===== config.mk =====
export PLATFORM = sky130hd
export DESIGN_NAME = rightgrant_sequencer
export DESIGN_NICKNAME = d
export VERILOG_FILES = /design/src/rtl/rightgrant_sequencer.sv
export SDC_FILE = /design/constraint.sdc
export NUM_CORES = 1
export LEC_CHECK = 0
export ABC_CLOCK_PERIOD_IN_PS = 4500
export CAP_MARGIN = 20
export CORE_AREA = 4 4 66 68
export CTS_BUF_LIST = sky130_fd_sc_hd__clkbuf_16
export CTS_CLUSTER_SIZE = 28
export DETAILED_ROUTE_END_ITERATION = 10
export DIE_AREA = 0 0 70 72
export GPL_TIMING_DRIVEN = 0
export PLACE_DENSITY = 0.62
export SETUP_SLACK_MARGIN = 0.4
export SLEW_MARGIN = 20
export SYNTH_ARGS = -nofsm -noshare
export SYNTH_HDL_FRONTEND = slang
export SYNTH_SLANG_ARGS = --single-unit
export TNS_END_PERCENT = 5

===== constraint.sdc =====
create_clock -name clk -period 4.5 [get_ports clk]
set_input_delay 0.9 -clock clk [delete_from_list [all_inputs] [get_ports clk]]
set_output_delay 0.9 -clock clk [all_outputs]
set_load 0.005 [all_outputs]

===== src/rtl/rightgrant_sequencer.sv =====
// rightgrant_sequencer: loads a request vector and serves its set bits
// one at a time, lowest index first, through a valid/ready grant handshake.
// A one-cycle done pulse marks the end of each batch; gnt_count keeps the
// batch total until the next vector is accepted.
module rightgrant_sequencer #(
    parameter int n  = 16,
    parameter int iw = 4
) (
    input  logic          clk,
    input  logic          rst,
    input  logic          load_valid,
    input  logic [n-1:0]  load_data,
    output logic          load_ready,
    output logic          gnt_valid,
    input  logic          gnt_ready,
    output logic [n-1:0]  gnt_onehot,
    output logic [iw-1:0] gnt_index,
    output logic [iw:0]   gnt_count,
    output logic          done
);

    typedef enum logic [1:0] {
        IDLE  = 2'd0,
        SERVE = 2'd1,
        DONE  = 2'd2
    } state_t;

    state_t       state;
    state_t       state_next;
    logic [n-1:0] pend;
    logic [iw:0]  cnt;
    logic         load_acc;
    logic         handshake;

    assign load_acc  = (state == IDLE) && load_valid;
    assign handshake = gnt_valid && gnt_ready;

    // State register
    always_ff @(posedge clk) begin
        if (rst) state <= IDLE;
        else     state <= state_next;
    end

    // Next-state: SERVE lingers until pend drains, so an empty batch (or the
    // cycle right after the last handshake) spends one cycle with pend==0.
    always_comb begin
        state_next = state;
        case (state)
            IDLE:    if (load_valid) state_next = SERVE;
            SERVE:   if (pend == '0) state_next = DONE;
            DONE:    state_next = IDLE;
            default: state_next = IDLE;
        endcase
    end

    // Outputs decoded from state; grant is gated so stray ready is harmless
    always_comb begin
        load_ready = (state == IDLE);
        gnt_valid  = (state == SERVE) && (pend != '0);
        done       = (state == DONE);
    end

    // Lowest pending bit: two's-complement isolate trick, zero when pend==0
    always_comb begin
        gnt_onehot = pend & (~pend + 1'b1);
    end

    // Binary index of the one-hot grant (0 when no bit is set)
    always_comb begin
        gnt_index = '0;
        for (int i = 0; i < n; i++) begin
            if (gnt_onehot[i]) gnt_index = iw'(i);
        end
    end

    // Pending vector and batch counter; loads only land while idle
    always_ff @(posedge clk) begin
        if (rst) begin
            pend <= '0;
            cnt  <= '0;
        end else if (load_acc) begin
            pend <= load_data;
            cnt  <= '0;
        end else if (handshake) begin
            pend <= pend & ~gnt_onehot;
            cnt  <= cnt + 1'b1;
        end
    end

    assign gnt_count = cnt;

endmodule

==> results.md <==
* Post-route ant nets at 0
* Status: completed
* Ys flop type: dfxtp_1
* GRT overflow at 0
* Die area at 5040 µm²
* Crit path max-delay family: simple AND/OR/NAND/NOR gates
* CP Max Fanout at 8
* Max stage delay on crit path at 540 ps
* Top cell type's share of synthesized area at 0.354
* Layout fillers at 414
* Post-synth EDFFs at 0
* Syn_area_per_cell at 7.93 µm²
* R2R depth at 5
* Setup Buffers After CTS at 0
* Hold Path End: gnt_count[4]$_SDFFE_PP0P_
* Compound-cell area share of the yosys netlist at 0.213
* Starting Density at 0.337
* Max-slew violation count at 0
* Multiplexer area fraction after synthesis at 0.00769
* HP Class: register to register
* Gpl congestion at 0.828
* Core area at 3860 µm²
* R2r setup slk at 2290 ps
* Critical path, cell by cell: or4_1 -> clkbuf_2 -> or4_4 -> nor3b_1 -> nand3b_1 -> clkdlybuf4s50_1
* Synth area leaders: dfxtp_1, nand2_1, a32o_1
* Post-Syn Instances at 164
* CTS tree: yes
* Clock sinks at 23
* Area Overhead vs Synth at 48.1%
* Placed wire-length estimate at 2.97 mm
* DRT Wirelength at 3.83 mm
* XOR/XNOR Fraction of Synth Area at 0
* Most frequent cell after synthesis: nand2_1
* Slew @ Worst Pin at 713 ps
* Final setup viols at 0
* Pre-Repair DR Iteration Count at 4
* RSZ-0062 raised after global routing: no
* CTS Hold Bufs at 0
* Routed vias at 1,434
* I/O pin count at 48
* Depth of the worst hold-timing path at 2
* YS warnings at 0
* Aggregate global-route resource usage at 0.159
* Syn Nets at 185
* Synthesized area at 1300 µm²
* CP max-delay cell: or4_1
* First-pass GRT wire length at 6.58 mm
* Largest net degree at the start of global routing at 14
* RR Startpoint: pend[0]$_SDFFE_PP0P_
* DRC viols at 0
* Post-DR wirelength/cell at 14.4 µm
* Final Hold Fails at 0
* R2r endpoint: pend[6]$_SDFFE_PP0P_
* Initial antenna violation count at 0
* IO buf count at 47
* Adder-Cell Fraction of Synth Area at 0.00962
* CP bufs+invs at 2
* Yosys reg bits at 23
* Period utilisation layout at 0.824
* Arrival time worst endpoint at 2810 ps
* Clock Latency Late Sink at 250 ps
* Final Non-Filler Cells at 265
* Setup crit end kind: output port
* F_max at 0.270 GHz
* Number of max-cap violations at 0
* Register area share after synthesis at 0.354
* Initial drt markers at 57
* Cts repair resizes at 0
* Setup TNS at 0 ps
* Inserted Diodes at 0
* Final net count at 237
* Main combinational cell family by area after synthesis: simple AND/OR/NAND/NOR gates
* Max H-tree Level at 1
* Cts bufs inserted at 3
* Cell row count at 23
* Async SR Flop Fraction at 0
* Share of layout cells above drive strength 1 at 0.0651
* Via/cell ratio at 5.41
* Placed cells at 261
* Die Ht at 72 µm
* Vias in the first global route at 1,434
* Final setup skew at 2.56 ps
* Crit start category: register
* Worst path required time at 3600 ps
* PD cells at 321 nW/µm²
* Commonest cells in the netlist: nand2_1, dfxtp_1, nor2_1
* Clk slew on worst S/H paths at 60 ps
* Min-delay src: gnt_count[4]$_SDFFE_PP0P_
* Post-synth top area cell: dfxtp_1
* Synth unique cells at 40
* Rel. slew slack at 0.520
* Clock tree buffer depth at 2
* Pleak at 0.722 nW
* Setup CP Type: register to output port
* Period minus WS final at 3710 ps
* VDD IR max at 141 µV
* Post-Synth Simple-Gate Area at 0.359
* Die X at 70 µm
* Clk root buf: clkbuf_16
cell type report:
cell class	instances	area [µm²]	share of cell area
buffer	10	51.3	0.0266
clock buffer	3	75.1	0.0390
clock inverter	1	5.00	0.00260
inverter	6	22.5	0.0117
multi-input combinational	125	779	0.405
sequential	23	460	0.239
tap	50	62.6	0.0325
timing repair buffer	47	470	0.244
worst max path at each step:
stage | start | endpoint | slack, ps | depth (start not counted)
finish | pend[0]$_SDFFE_PP0P_ | gnt_index[0] | 790 | 6
global route | pend[0]$_SDFFE_PP0P_ | gnt_index[0] | 620 | 6
CTS | pend[0]$_SDFFE_PP0P_ | gnt_index[1] | 780 | 4
detailed placement | pend[0]$_SDFFE_PP0P_ | gnt_index[1] | 1070 | 4
global placement | pend[0]$_SDFFE_PP0P_ | gnt_index[1] | 1080 | 4
floorplan | pend[0]$_SDFFE_PP0P_ | gnt_index[0] | 1660 | 5
stage by stage:
stage	util	instance area, µm²	hold WS (ps)	total power [mW]	worst slack [ps]
finish	0.500	1930	469	0.619	792
global route	0.500	1930	499	0.655	617
CTS	0.496	1910	480	0.622	776
detailed placement	0.476	1830	471	0.426	1070
global placement	0.476	1830	457	0.423	1080
floorplan	-	1300	459	0.337	1660
power by group:
group	internal (mW)	total (mW)	leakage [nW]	switching [mW]
clock	0.120	0.194	0.0409	0.0745
combinational	0.0974	0.191	0.493	0.0938
sequential	0.217	0.234	0.188	0.0177
total	0.433	0.619	0.722	0.186
registers in the layout, summed over array words and instances (netlist names):
| signal | flops |
|---|---|
| gnt_count | 5 |
| pend | 16 |
| state | 2 |
worst reg2reg max path, delay by kind of cell, from the launching register on:
family / cells / cell delay [ps]
flip-flops: 1 / 380
buffers and inverters: 1 / 180
AO/OA/AOI/OAI: 1 / 260
AND/OR/NAND/NOR: 3 / 1330
logic make-up (layout without fill, tap and decap cells):
family / count (synthesis) / count (layout)
buf+inv: 16 / 67
fa+ha+maj: 1 / 1
flops: 23 / 23
mux: 1 / 1
compound gates: 36 / 36
simple gates: 87 / 87
placed cells by master, fill, tap and decap left out, types with 5 or more instances in the layout:
| master | instances |
|---|---|
| clkdlybuf4s50_1 | 47 |
| dfxtp_1 | 23 |
| nand2_1 | 28 |
| nor2_1 | 12 |
| nor4_1 | 5 |
| inv_1 | 6 |
| or4_1 | 5 |
| o311ai_0 | 6 |
| a32o_1 | 7 |
| and2_1 | 7 |
| clkbuf_1 | 6 |
routing by layer:
layer	share of wire	global-route usage
met5	0	0
met4	0.014	0.0574
met3	0.047	0.0291
met2	0.47	0.272
met1	0.47	0.201
(Power assumes the default switching activity.)
